File: src/rtl/obi_prefetch_fetcher.sv
// OBI instruction fetcher with a prefetch FIFO, several requests in flight, and branch
// redirect that discards responses belonging to the old instruction stream.
module obi_prefetch_fetcher #(
  parameter int unsigned       ADDR_W     = 32,
  parameter int unsigned       DATA_W     = 32,
  parameter int unsigned       FIFO_DEPTH = 4,
  parameter logic [ADDR_W-1:0] BOOT_ADDR  = '0
) (
  input  logic              CLK,
  input  logic              RSTn,
  input  logic              branch_i,
  input  logic [ADDR_W-1:0] branch_addr_i,
  input  logic              instr_rdy_i,
  output logic              instr_valid_o,
  output logic [DATA_W-1:0] instr_data_o,
  output logic [ADDR_W-1:0] instr_addr_o,
  output logic              busy_out,
  output logic              proc_req,
  output logic [ADDR_W-1:0] PC_out,
  input  logic              mem_rdy,
  input  logic              valid,
  input  logic [DATA_W-1:0] DATA_in
);

  localparam int unsigned       INC        = DATA_W / 8;
  localparam int unsigned       PTR_W      = $clog2(FIFO_DEPTH);
  localparam int unsigned       CNT_W      = PTR_W + 1;
  localparam logic [ADDR_W-1:0] ADDR_INC   = ADDR_W'(INC);
  localparam logic [ADDR_W-1:0] ALIGN_MASK = ~(ADDR_W'(INC - 1));
  localparam logic [CNT_W:0]    DEPTH_EXT  = (CNT_W + 1)'(FIFO_DEPTH);

  typedef enum logic [0:0] {FIdle, FReq} fsm_e;

  fsm_e              r_state, w_state_nxt;
  logic [ADDR_W-1:0] r_fetch_addr, w_fetch_addr_nxt;
  logic [ADDR_W-1:0] r_resp_addr, w_resp_addr_nxt;
  logic [ADDR_W-1:0] r_pend_addr, w_pend_addr_nxt;
  logic              r_redirect_pend, w_redirect_pend_nxt;
  logic [CNT_W-1:0]  r_fifo_cnt, w_fifo_cnt_nxt;
  logic [CNT_W-1:0]  r_outstanding, w_outstanding_nxt;
  logic [CNT_W-1:0]  r_discard_cnt, w_discard_cnt_nxt;
  logic [PTR_W-1:0]  r_wr_ptr, r_rd_ptr;
  logic [DATA_W-1:0] r_fifo_data [FIFO_DEPTH];
  logic [ADDR_W-1:0] r_fifo_addr [FIFO_DEPTH];

  logic [ADDR_W-1:0] w_target;
  logic              w_grant, w_resp, w_drop_disc, w_push, w_pop, w_hold_branch;
  logic              w_credit, w_credit_nxt;

  assign w_target      = branch_addr_i & ALIGN_MASK;
  assign w_grant       = (r_state == FReq) && mem_rdy;
  // An rvalid with nothing outstanding is a protocol error and is ignored.
  assign w_resp        = valid && (r_outstanding != '0);
  assign w_drop_disc   = w_resp && (r_discard_cnt != '0);
  // A response arriving in a branch cycle belongs to the old stream.
  assign w_push        = w_resp && !w_drop_disc && !branch_i;
  assign w_pop         = instr_valid_o && instr_rdy_i && !branch_i;
  // Branch against a request the memory has not yet granted: the request must stay stable.
  assign w_hold_branch = branch_i && (r_state == FReq) && !mem_rdy;

  assign w_credit      = ({1'b0, r_fifo_cnt} + {1'b0, r_outstanding}) < DEPTH_EXT;
  assign w_credit_nxt  = ({1'b0, w_fifo_cnt_nxt} + {1'b0, w_outstanding_nxt}) < DEPTH_EXT;

  // Next-state for counters, addresses, redirect bookkeeping and the request FSM.
  always_comb begin
    w_state_nxt         = r_state;
    w_fetch_addr_nxt    = r_fetch_addr;
    w_resp_addr_nxt     = r_resp_addr;
    w_pend_addr_nxt     = r_pend_addr;
    w_redirect_pend_nxt = r_redirect_pend;

    w_outstanding_nxt = r_outstanding + CNT_W'(w_grant) - CNT_W'(w_resp);

    if (branch_i) begin
      w_fifo_cnt_nxt    = '0;
      w_discard_cnt_nxt = w_outstanding_nxt;
      w_resp_addr_nxt   = w_target;
    end else begin
      w_fifo_cnt_nxt    = r_fifo_cnt + CNT_W'(w_push) - CNT_W'(w_pop);
      // A held request granted after a redirect is stale as well.
      w_discard_cnt_nxt = r_discard_cnt - CNT_W'(w_drop_disc)
                          + CNT_W'(w_grant && r_redirect_pend);
      if (w_push) begin
        w_resp_addr_nxt = r_resp_addr + ADDR_INC;
      end
    end

    if (w_grant) begin
      w_fetch_addr_nxt    = r_redirect_pend ? r_pend_addr : r_fetch_addr + ADDR_INC;
      w_redirect_pend_nxt = 1'b0;
    end

    if (w_hold_branch) begin
      w_pend_addr_nxt     = w_target;
      w_redirect_pend_nxt = 1'b1;
    end else if (branch_i) begin
      w_fetch_addr_nxt    = w_target;
      w_redirect_pend_nxt = 1'b0;
    end

    unique case (r_state)
      FIdle:   if (w_credit) w_state_nxt = FReq;
      FReq:    if (w_grant && !w_credit_nxt) w_state_nxt = FIdle;
      default: w_state_nxt = FIdle;
    endcase
  end

  // Control state and FIFO pointers.
  always_ff @(posedge CLK or negedge RSTn) begin
    if (!RSTn) begin
      r_state         <= FIdle;
      r_fetch_addr    <= BOOT_ADDR;
      r_resp_addr     <= BOOT_ADDR;
      r_pend_addr     <= BOOT_ADDR;
      r_redirect_pend <= 1'b0;
      r_fifo_cnt      <= '0;
      r_outstanding   <= '0;
      r_discard_cnt   <= '0;
      r_wr_ptr        <= '0;
      r_rd_ptr        <= '0;
    end else begin
      r_state         <= w_state_nxt;
      r_fetch_addr    <= w_fetch_addr_nxt;
      r_resp_addr     <= w_resp_addr_nxt;
      r_pend_addr     <= w_pend_addr_nxt;
      r_redirect_pend <= w_redirect_pend_nxt;
      r_fifo_cnt      <= w_fifo_cnt_nxt;
      r_outstanding   <= w_outstanding_nxt;
      r_discard_cnt   <= w_discard_cnt_nxt;
      if (branch_i) begin
        r_wr_ptr <= '0;
        r_rd_ptr <= '0;
      end else begin
        if (w_push) r_wr_ptr <= r_wr_ptr + 1'b1;
        if (w_pop)  r_rd_ptr <= r_rd_ptr + 1'b1;
      end
    end
  end

  // FIFO storage; contents are only visible through the occupancy count, so no reset.
  always_ff @(posedge CLK) begin
    if (w_push) begin
      r_fifo_data[r_wr_ptr] <= DATA_in;
      r_fifo_addr[r_wr_ptr] <= r_resp_addr;
    end
  end

  assign proc_req      = (r_state == FReq);
  assign PC_out        = r_fetch_addr;
  assign instr_valid_o = (r_fifo_cnt != '0);
  assign busy_out      = !instr_valid_o;
  assign instr_data_o  = instr_valid_o ? r_fifo_data[r_rd_ptr] : '0;
  assign instr_addr_o  = instr_valid_o ? r_fifo_addr[r_rd_ptr] : '0;

  a_no_orphan_rvalid: assert property (@(posedge CLK) disable iff (!RSTn)
    !(valid && (r_outstanding == '0)));

endmodule

File: config.mk
export PLATFORM = sky130hd
export DESIGN_NAME = obi_prefetch_fetcher
export DESIGN_NICKNAME = d
export VERILOG_FILES = /design/src/rtl/obi_prefetch_fetcher.sv
export SDC_FILE = /design/constraint.sdc
export NUM_CORES = 1
export LEC_CHECK = 0
export ABC_CLOCK_PERIOD_IN_PS = 6100
export CELL_PAD_IN_SITES_DETAIL_PLACEMENT = 0
export CELL_PAD_IN_SITES_GLOBAL_PLACEMENT = 1
export CORE_ASPECT_RATIO = 0.8
export CORE_UTILIZATION = 45
export DETAILED_ROUTE_END_ITERATION = 8
export PLACE_DENSITY_LB_ADDON = 0.1
export SETUP_SLACK_MARGIN = 0.05
export SLEW_MARGIN = 30
export SYNTH_ARGS = -nofsm -noshare
export SYNTH_HDL_FRONTEND = slang
export SYNTH_SLANG_ARGS = --single-unit
File: constraint.sdc
create_clock -name CLK -period 6.1 [get_ports CLK]
set_clock_uncertainty 0.15 [all_clocks]
set_input_delay 0.61 -clock CLK [delete_from_list [all_inputs] [get_ports CLK]]
set_output_delay 0.61 -clock CLK [all_outputs]
set_load 0.1 [all_outputs]
======== Word-level counts from Yosys, hierarchy flattened ========
Memory sizes are Yosys's and may differ from the RTL's.
Index checks and enable logic that the tools add are counted.
storage, ports and cells
  memories kept ........................... 2
  bits of input ports ..................... 70
  bits in read-only memories .............. 0
  word-level logic and storage cells ...... 71
  bits in latches ......................... 0
  output and inout port bits .............. 99
  bits in registers ....................... 109
  memory bits (writable) .................. 256
memories
  name         depth  width  read ports  clocked after memory_dff  wr ports  RTL line  RTL
  r_fifo_addr  4      32     1           0                         1         44        logic [ADDR_W-1:0] r_fifo_addr [FIFO_DEPTH];
  r_fifo_data  4      32     1           0                         1         43        logic [DATA_W-1:0] r_fifo_data [FIFO_DEPTH];
cells by class
  bitwise gates (word level) .............. 1
  multipliers ............................. 0
  add/sub/neg operators ................... 12
  reductions and logical operators ........ 22
  divide/modulo/power cells ............... 0
  order comparisons ....................... 2
  muxes and demuxes ....................... 22
  equal/unequal tests ..................... 0
  shift operators ......................... 0
operators by type and width
  kind                                                                           number
  32-bit 2-to-1 mux                                                              8
  32-bit by 3-bit adder with 32-bit output (second input constant)               2
  3-bit nonzero test                                                             4
  1-bit logical AND                                                              11
  3-bit by 1-bit adder with 3-bit output                                         3
  3-bit by 1-bit subtractor with 3-bit output                                    3
  3-bit by 3-bit adder with 4-bit output                                         2
  4-bit by 3-bit less-than comparator with 1-bit output (second input constant)  2
  2-bit 2-to-1 mux                                                               4
  1-bit 2-to-1 mux                                                               7
  3-bit 2-to-1 mux                                                               2
  1-bit zero test                                                                5
  2-bit by 1-bit adder with 2-bit output (second input constant)                 2
  2-bit nonzero test                                                             2
  1-bit one-hot mux with 2 select lines                                          1
  1-bit inverter                                                                 1

======== Depth between registers and ports, before layout ========
Gate-level depths: netlist (run 1).
  depth after elaboration ................. 15
  depth in mapped cells ................... 16
  depth with buffers taken out ............ 15

======== Least setup slack after synthesis (run 1) ========
OpenSTA, ideal clock, no wires.
  path type ............................... register to register
  start point ............................. register r_state (netlist: proc_req)
  end point ............................... register r_state (netlist: proc_req)
  library setup time ...................... 0.073 ns
  setup slack ............................. 2.371 ns
  cell stages (with the launch flop) ...... 17
  required time ........................... 5.877 ns
  buffers on the path ..................... 3
  period minus slack after synthesis ...... 3.729 ns
  arrival time ............................ 3.506 ns
  cells stage by stage .................... dfrtp_1 -> and2_1 -> buf_2 -> inv_2 -> buf_2 -> buf_2 -> ha_1 -> inv_1 -> ha_1 -> inv_1 -> fa_1 -> xnor2_1 -> xnor2_1 -> ha_1 -> nor3_1 -> a21oi_1 -> nor2_1
between the ends
  cells in the longest elaborated chain, start to end .. 9
  elaborated cells on any way between the ends .. 10
  those cells by class .................... add/sub (3); order compare (1); mux (2); bitwise (1); reduce/logical (3)
ends and longest elaborated chain
  element                                                RTL line  RTL
  start, declared                                        34        fsm_e r_state, w_state_nxt;
  start signal, assigned                                 111       r_state <= FIdle;
  start signal, assigned                                 122       r_state <= w_state_nxt;
  1-bit logical AND                                      51        assign w_grant = (r_state == FReq) && mem_rdy;
  3-bit by 1-bit adder with 3-bit output                 72        w_outstanding_nxt = r_outstanding + CNT_W'(w_grant) - CNT_W'(w_resp);
  3-bit by 1-bit subtractor with 3-bit output            72
  net w_outstanding_nxt[2]                               40        logic [CNT_W-1:0] r_outstanding, w_outstanding_nxt;
  3-bit by 3-bit adder with 4-bit output                 62        assign w_credit_nxt = ({1'b0, w_fifo_cnt_nxt} + {1'b0, w_outstanding_nxt}) < DEPTH_EXT;
  4-bit by 3-bit less-than comparator with 1-bit output  62
  1-bit zero test                                        103       FReq: if (w_grant && !w_credit_nxt) w_state_nxt = FIdle;
  1-bit logical AND                                      103
  1-bit 2-to-1 mux                                       103
  1-bit one-hot mux with 2 select lines                  101       unique case (r_state)
  net w_state_nxt                                        34
The timed path passes the listed nets, and every way through them passes these cells.
A chain may end at the register's enable or synchronous reset.

======== Final worst setup path (run 1) ========
  start point ............................. register r_fifo_cnt[1]
  end point ............................... output instr_data_o[20]
between the ends
  cells in the longest elaborated chain, start to end .. 2
ends and longest elaborated chain
  element                 RTL line  RTL
  start, declared         39        logic [CNT_W-1:0] r_fifo_cnt, w_fifo_cnt_nxt;
  start signal, assigned  127       r_fifo_cnt <= w_fifo_cnt_nxt;
  3-bit nonzero test      150       assign instr_valid_o = (r_fifo_cnt != '0);
  32-bit 2-to-1 mux       152       assign instr_data_o = instr_valid_o ? r_fifo_data[r_rd_ptr] : '0;
  end, declared           15        output logic [DATA_W-1:0] instr_data_o,
Every way passes these cells.

==> out/metrics.yaml, run 1 <==
outcome: "finished clean"
netlist_instances: 1051
synth_async_sr_flop_share: 0.3014
yosysSeqAreaShare: 0.6537
via_count: 9425
grt_setup_unrepaired: "no"
critPathSlowestCell: "clkdlybuf4s50_1"
dr.pass1.iters: 5
vdd_drop_max_uv: 323.1
io_pins: 169
antenna_left: 0
htree_levels: 2
routedWlPerCell_um: 21.31
tightest_slew_ps: 1031
num_antenna_cells: 0
cp.required_ps: 5340
dp_slack_ps: 2022
drt_iter0_markers: 564
synth_warnings: 0
grt_pass1_vias: 9610
setup_viol: 0
dieWidth_um: 209.4
hold_viol_final: 0
overflow: 0
synth-xor-area-share: 0.01923
synthFlopType: "edfxtp_1"
cts_buffers: 37
placed_cells: 1601
synth_seq_cells: 355
track_usage: 0.2059
postSynthAreaPerCell_sq_um: 14.74
cp.depth: 4
design_area_sq_um: 18620
setup_slack_ps: 1968
yosys.area.top_type_share: 0.4808
hold_path_class: "flop to flop"
synth_most_common_cell: "edfxtp_1"
busiest_layer: "met2"
reg2reg_depth: 14
setup_tns_ps: 0
gp_congestion: 0.8063
end_kind: "output pin"
syn-cell-area_sq_um: 15490
synth.area.top_cells: "edfxtp_1 (48%), dfrtp_1 (17%), mux4_2 (9.0%)"
reg2reg_to: "proc_req"
cts_setup_buffers: 0
grt.met3_usage: 0.03264
use_met1: 0.3013
drc: 0
rows: 60
yosysTopAreaCell: "edfxtp_1"
coreArea_sq_um: 33780
grt_max_degree: 66
gr-usage-met2: 0.3228
startpoint: "r_fifo_cnt[1]"
start_util: 0.4585
grt_pass1_wl_um: 55960
place_area_sq_um: 17520
cp_num_buf_inv: 2
cts_root_buf: "clkbuf_16"
cp-start-kind: "flop"
die_h_um: 167.9
cp_top_family: "buffers and inverters"
vias_per_cell: 5.667
crit_type: "flop to output pin"
clkTransAtPathRegs_ps: 50
place_hpwl_um: 22170
die_area_sq_um: 35170
port_buffers: 164
r2r-start: "r_fifo_cnt[1]"
slew_headroom: 0.3103
ys_types: 64
synth_adder_area_share: 0.01680
synth_simple_gate_area_frac: 0.1107
cp_cell_sequence: "or3_2, buf_4, and2_1, clkdlybuf4s50_1"
drive_gt1_frac: 0.1546
layoutNonFillerInstCount: 1663
finalMaxSlewViolations: 0
synth_top_family_by_area: "multiplexers"
antenna_found_initial: 0
rrSetupSlack_ps: 2400
path_max_fanout: 44
clk_path_buf_depth: 3
wirelength_um: 35430
min_period_ps: 4132
fmax_ghz: 0.2420
hold_path_end: "r_pend_addr[6]"
area_growth_pct: 20.23
p_leak_nw: 6.426
synth_common_cells: "edfxtp_1 (248), dfrtp_1 (107), nand2_1 (71)"
cp_slowest_stage_delay_ps: 1160
clock-sinks: 355
hp-start: "r_pend_addr[6]"
synth-edff-count: 248
synthMuxAreaShare: 0.1188
synth_compound_area_frac: 0.05752
max_cap_viol_count: 0
fin_nets: 1296
critPathArrivalTime_ps: 3370
hold_path_depth: 1
powerDensity_nw_per_um2: 515.4
fin_crit_sh: 0.6774
cts_tree: "built"
clkLatencyLatePin_ps: 520
[per-layer routing]
layer / share of wire / wire length, um
met5: 0 / 0
met4: 0.017 / 595
met3: 0.046 / 1629
met2: 0.47 / 16700
met1: 0.47 / 16510
[state kept, by name, indices dropped and copies added, names as in the netlist, 3 cells and up]
name           cells
PC_out            32
r_discard_cnt      3
r_fifo_addr      120
r_fifo_cnt         3
r_fifo_data      128
r_outstanding      3
r_pend_addr       30
r_resp_addr       30
[through the flow]
step / util / hold WS (ps) / total power [mW]
finish: 0.5512 / 352.2 / 9.598
global route: 0.5512 / 367.3 / 10.02
CTS: 0.5510 / 90.92 / 9.702
detailed placement: 0.5187 / 339.1 / 7.603
global placement: 0.5186 / 330.3 / 7.575
floorplan: - / 164.4 / 6.526
[power breakdown]
group / internal (mW) / switching, mW
Clock: 1.19 / 0.892
Combinational: 1.23 / 3.08
Sequential: 2.88 / 0.327
[cell families (layout without fill, tap and decap cells)]
family / count (synthesis) / count (layout)
AOI/OAI and AO/OA: 142 / 142
xor gates and xnor gates: 34 / 34
adders and majority gates: 19 / 19
buffers and inverters: 85 / 262
DFF: 355 / 355
muxes: 102 / 102
other: 1 / 2
and+or+nand+nor: 313 / 313
[how the worst max path moves through the flow]
stage	slack [ps]	end
final	1970	instr_data_o[20]
after global routing	1740	instr_data_o[20]
after CTS	1850	instr_data_o[20]
after detailed placement	2020	proc_req
after global placement	2060	proc_req
after floorplan	2370	proc_req
[cell usage in the layout (no fill, tap or decap), types with 5 or more instances in the layout]
master	n
edfxtp_1	248
clkdlybuf4s50_1	156
dfrtp_1	105
nand2_1	71
and2_1	68
mux4_2	62
o21ai_0	46
nor2_1	39
clkbuf_16	37
nand3_1	35
mux2_2	34
nand4_1	27
a21oi_1	26
xnor2_1	18
buf_4	17
inv_1	16
xor2_1	16
ha_1	16
a31oi_1	13
nor3_1	12
and3_1	11
or3_1	10
and4_1	9
o31ai_1	8
a211oi_1	8
nor4_1	8
clkbuf_1	8
buf_2	7
o211ai_1	6
clkinv_1	6
mux2i_1	5
clkinv_2	5
[timing repair]
action | CTS | global route
hold buffers | 0 | 1
hold endpoints to repair | 0 | 6
resized for setup | 0 | 0
setup endpoints to repair | 0 | 0
[final cells by class]
class	count	area, sq um
well taps	434	543.0
fillers	2794	15160
flip-flops and latches	355	10130
clock buffers	48	997.2
multi-input cells	612	5020
repair buffers	183	1773
inverters	18	67.56
clock inverters	13	91.34
No activity file was read; power rests on OpenSTA's default activity.
==> run 2: changes to the inputs <==
ABC_CLOCK_PERIOD_IN_PS = 4050   (was 6100)
clock period = 4.05 ns   (was 6.1 ns; I/O delays follow)
==> run 2 against run 1 <==
Via count rose by 1.1%. Worst hold slack got worse by 250 ps. Non-clock buffer count is 6 higher. Clock power up 50%. Routed wire length up 0.86%. Power rose by 50%. Highest routed layer unchanged.
==> out/metrics.yaml, run 2 (synthesized netlist as in run 1, its figures left out) <==
design_area_sq_um: 18610
grt_setup_unrepaired: "no"
min_period_ps: 3192
swShare: 0.4531
cts_tree: "built"
htree_levels: 2
cp.required_ps: 3490
num_antenna_cells: 0
place_area_sq_um: 17490
cp_top_family: "flip-flops"
setup_viol: 0
reg2reg_depth: 14
dieWidth_um: 209.4
rows: 60
crit_type: "flop to output pin"
largest_reg_flops: 128
cp_num_buf_inv: 2
antenna_found_initial: 0
powerDensity_nw_per_um2: 773.8
max_cap_viol_count: 0
tightest_slew_ps: 1013
drive_gt1_frac: 0.2037
cts_setup_buffers: 0
fmax_ghz: 0.3133
cp.depth: 4
drc: 0
p_total_mw: 14.40
hold_path_depth: 2
die_area_sq_um: 35170
area_growth_pct: 20.15
path_max_fanout: 26
port_buffers: 164
place_hpwl_um: 22630
end_kind: "output pin"
clock_power_share: 0.217
hold_viol_final: 0
clkLatencyLatePin_ps: 530
slew_headroom: 0.3226
routedWlPerCell_um: 21.32
via_count: 9532
clk_path_buf_depth: 3
track_usage: 0.2085
power_frac_seq: 0.339
setup_slack_ps: 858.4
start_util: 0.4585
die_h_um: 167.9
p_switching_mw: 6.524
dp_slack_ps: 590.8
fillers: 2758
regMostFlops: "r_fifo_data"
finalMaxSlewViolations: 0
p_leak_nw: 6.567
cp-start-kind: "flop"
outcome: "finished clean"
fin_crit_sh: 0.7880
dr.pass1.iters: 5
cts_buffers: 38
final_common_cell: "edfxtp_1"
gp_congestion: 0.7881
cp_common_cell: "buf_4"
layout_common_cells: "edfxtp_1 (248), dfrtp_1 (105), clkdlybuf4s50_1 (98)"
fin_hold_ws_ps: 98.45
combPwrFrac: 0.444
overflow: 0
vdd_drop_max_uv: 602.8
vias_per_cell: 5.687
io_pins: 169
critPathArrivalTime_ps: 2640
wirelength_um: 35740
cp_slowest_stage_delay_ps: 780
setup_tns_ps: 0
regArea_sq_um: 10130
coreArea_sq_um: 33780
grt_max_degree: 67
cts_root_buf: "clkbuf_16"
clock-sinks: 355
antenna_left: 0
critPathSlowestCell: "dfrtp_4"
multiInputGateArea_sq_um: 5017
grt_pass1_wl_um: 56560
cp_cell_sequence: "buf_4, mux4_2, and2_1, buf_4"
intPower_mw: 7.875
clkTransAtPathRegs_ps: 60
drt_iter0_markers: 615
grt_pass1_vias: 9602
hold_path_class: "input pin to flop"
fin_nets: 1303
## run 2: power by group through the flow
stage,Clock (mW),Combinational [mW],Sequential (mW)
4_1_cts,3.21,6.45,4.89
3_5_place_dp,0,6.44,4.96
6_report,3.13,6.39,4.88
3_3_place_gp,0,6.41,4.94
2_1_floorplan,0,4.05,5.78
5_1_grt,3.37,6.72,4.96
## run 2: worst reg2reg max path: stages (launching register included)
cell	delay, ps
dfrtp_1	430
or3_2	480
nand2_1	120
nor2_1	60
ha_1	290
inv_1	60
ha_1	130
inv_1	50
fa_1	380
xnor2_1	180
nor2_1	80
ha_1	310
nor3_1	190
a21oi_1	90
nor2_1	100
## run 2: layout make-up
type	instances	area share
multi-input cells	612	0.2696
flip-flops and latches	355	0.5443
clock buffers	49	0.05386
inverters	18	0.003631
repair buffers	189	0.09366
well taps	434	0.02918
clock inverters	19	0.005715
## run 2: metrics by stage
stage / utilization / instances
floorplan: - / 1052
global placement: 0.5176 / 1607
detailed placement: 0.5176 / 1607
CTS: 0.5507 / 1676
global route: 0.5509 / 1676
finish: 0.5509 / 1676
## run 2: layer usage
layer	wire [um]	part of all wire	track usage
met1	16560	0.46	0.3030
met2	16970	0.47	0.3301
met3	1658	0.046	0.03302
met4	548	0.015	0.05115
met5	0	0	0
## run 2: worst paths after layout
| kind | startpoint | to | slack [ps] |
|---|---|---|---|
| setup / recovery | r_rd_ptr[0] | instr_addr_o[20] | 860 |
| hold / removal | branch_i | r_rd_ptr[0] | 100 |
| max in group asynchronous | RSTn | r_outstanding[0] | 2630 |
| setup reg to reg | r_fifo_cnt[1] | proc_req | 910 |
| min in group asynchronous | RSTn | PC_out[30] | 300 |
| hold reg to reg | r_pend_addr[14] | r_pend_addr[14] | 340 |
## run 2: repair_timing
item	in CTS	in global routing
resized for setup	0	0
hold buffers	1	0
setup endpoints to repair	0	0
endpoints found under the hold margin	64	0
==> run 3: changes to the inputs <==
ABC_CLOCK_PERIOD_IN_PS = 3300   (was 4050)
clock period = 3.3 ns   (was 4.05 ns; I/O delays follow)
==> run 3 against run 2 <==
Setup slack worse by 600 ps. Worst hold slack better by 43 ps. Power is 25% higher. First-iteration DRC count is 13% lower. Final cell count is 0.60% higher. Core utilization is 0.47 points higher. Routed wire length is 2.0% lower. Critical path depth is 10 higher. Die area stayed put. Clock power is 31% higher.
==> out/metrics.yaml, run 3 (synthesized netlist as in run 1, its figures left out) <==
outcome: "finished clean"
drc: 0
die_h_um: 167.9
grt_setup_unrepaired: "no"
crit_type: "flop to flop"
cts_tree: "built"
cts_setup_buffers: 0
vdd_drop_max_uv: 583.1
clk_path_buf_depth: 3
antenna_found_initial: 0
powerDensity_nw_per_um2: 957.6
max_cap_viol_count: 0
rrSetupSlack_ps: 260
fin_crit_sh: 0.9213
area_growth_pct: 21.16
end_kind: "flop"
place_hpwl_um: 22290
hold_viol_final: 0
p_leak_nw: 6.709
finalMaxSlewViolations: 0
clock-sinks: 355
grt_max_degree: 66
design_area_sq_um: 18770
place_area_sq_um: 17550
cp-start-kind: "flop"
startpoint: "r_fifo_cnt[1]"
setup_viol: 0
use_met1: 0.2914
drive_gt1_frac: 0.2372
critPathArrivalTime_ps: 3340
p_total_mw: 17.97
dieWidth_um: 209.4
slew_headroom: 0.3500
grt.met3_usage: 0.03488
overflow: 0
htree_levels: 2
layout_common_cells: "edfxtp_1 (248), buf_4 (112), dfrtp_1 (103)"
routedWlPerCell_um: 20.76
grt_pass1_wl_um: 55080
reg2reg_to: "proc_req"
antenna_left: 0
wirelength_um: 35010
gr-usage-met2: 0.3238
reg2reg_depth: 14
drt_iter0_markers: 538
min_period_ps: 3040
gp_congestion: 0.8017
via_count: 9444
vias_per_cell: 5.601
io_pins: 169
clkLatencyLatePin_ps: 530
fin_nets: 1313
r2r-start: "r_fifo_cnt[1]"
setup_tns_ps: 0
tightest_slew_ps: 971.9
coreArea_sq_um: 33780
cts_buffers: 38
rows: 60
start_util: 0.4585
busiest_layer: "met2"
grt_pass1_vias: 9501
fmax_ghz: 0.3289
cp-endpoint: "proc_req"
path_max_fanout: 4
cts_root_buf: "clkbuf_16"
hold_path_class: "input pin to async pin"
fillers: 2776
dr.pass1.iters: 4
cp.required_ps: 3600
final_common_cell: "edfxtp_1"
track_usage: 0.2033
die_area_sq_um: 35170
num_antenna_cells: 0
port_buffers: 164
regMostFlops: "r_fifo_data"
largest_reg_flops: 128
clkTransAtPathRegs_ps: 70
[run 3: changes by cell type in the layout (fill, tap and decap cells not counted), moves of 2 or more]
cell and change:
clkinv_1 -7, bufinv_16 +2, dfrtp_1 -2, buf_12 +3, clkinv_2 +5, clkdlybuf4s50_1 -22, clkbuf_1 -2, clkbuf_8 +3
buf_4 +30
[run 3: stage by stage]
stage          utilization  worst slack [ps]  instances  hold slack (ps)
6_report            0.5555             259.8       1686            141.9
5_1_grt             0.5555             52.30       1686            193.7
4_1_cts             0.5555             237.6       1686            134.3
3_5_place_dp        0.5196             95.49       1617            157.4
3_3_place_gp        0.5196             133.1       1617            156.9
2_1_floorplan            -             71.01       1052           -115.6
[run 3: layout make-up]
type / count / area (sq um) / area share
clock buffers: 51 / 1061 / 0.05654
clock inverters: 17 / 141.4 / 0.007534
inverters: 18 / 70.07 / 0.003734
multi-input cells: 612 / 5020 / 0.2675
flip-flops and latches: 355 / 10130 / 0.5400
well taps: 434 / 543.0 / 0.02894
repair buffers: 199 / 1797 / 0.09574
[run 3: worst max-delay path: stages (launching register included)]
cell and delay, ps:
dfrtp_2 430, or3_2 470, nand2_1 120, nor2_1 60, ha_1 290, inv_1 60, ha_1 130, inv_1 50
fa_1 380, xnor2_1 160, nor2_1 70, ha_1 280, nor3_1 140, a21oi_1 90, nor2_1 100
[run 3: worst min-delay path by stage]
stage               from         end  depth (start not counted)
finish              RSTn  PC_out[30]                          2
global route        RSTn  PC_out[30]                          2
CTS                 RSTn  PC_out[30]                          2
detailed placement  RSTn  PC_out[27]                          1
global placement    RSTn  PC_out[30]                          1
floorplan           RSTn   PC_out[0]                          0
[run 3: repair_timing]
item,in CTS,in global routing
hold endpoints to repair,29,0
setup endpoints to repair,0,1
hold buffers,1,0
resized for setup,0,1
[run 3: power breakdown]
group          leakage, nW  switching (mW)  internal (mW)
registers             3.51           0.613           5.33
clock network        0.596            1.69           2.42
logic                 2.60            5.71           2.21
[run 3: metal layers]
| layer | routed length [um] | part of all wire |
|---|---|---|
| met1 | 16120 | 0.46 |
| met2 | 16820 | 0.48 |
| met3 | 1501 | 0.043 |
| met4 | 562 | 0.016 |
| met5 | 0 | 0 |
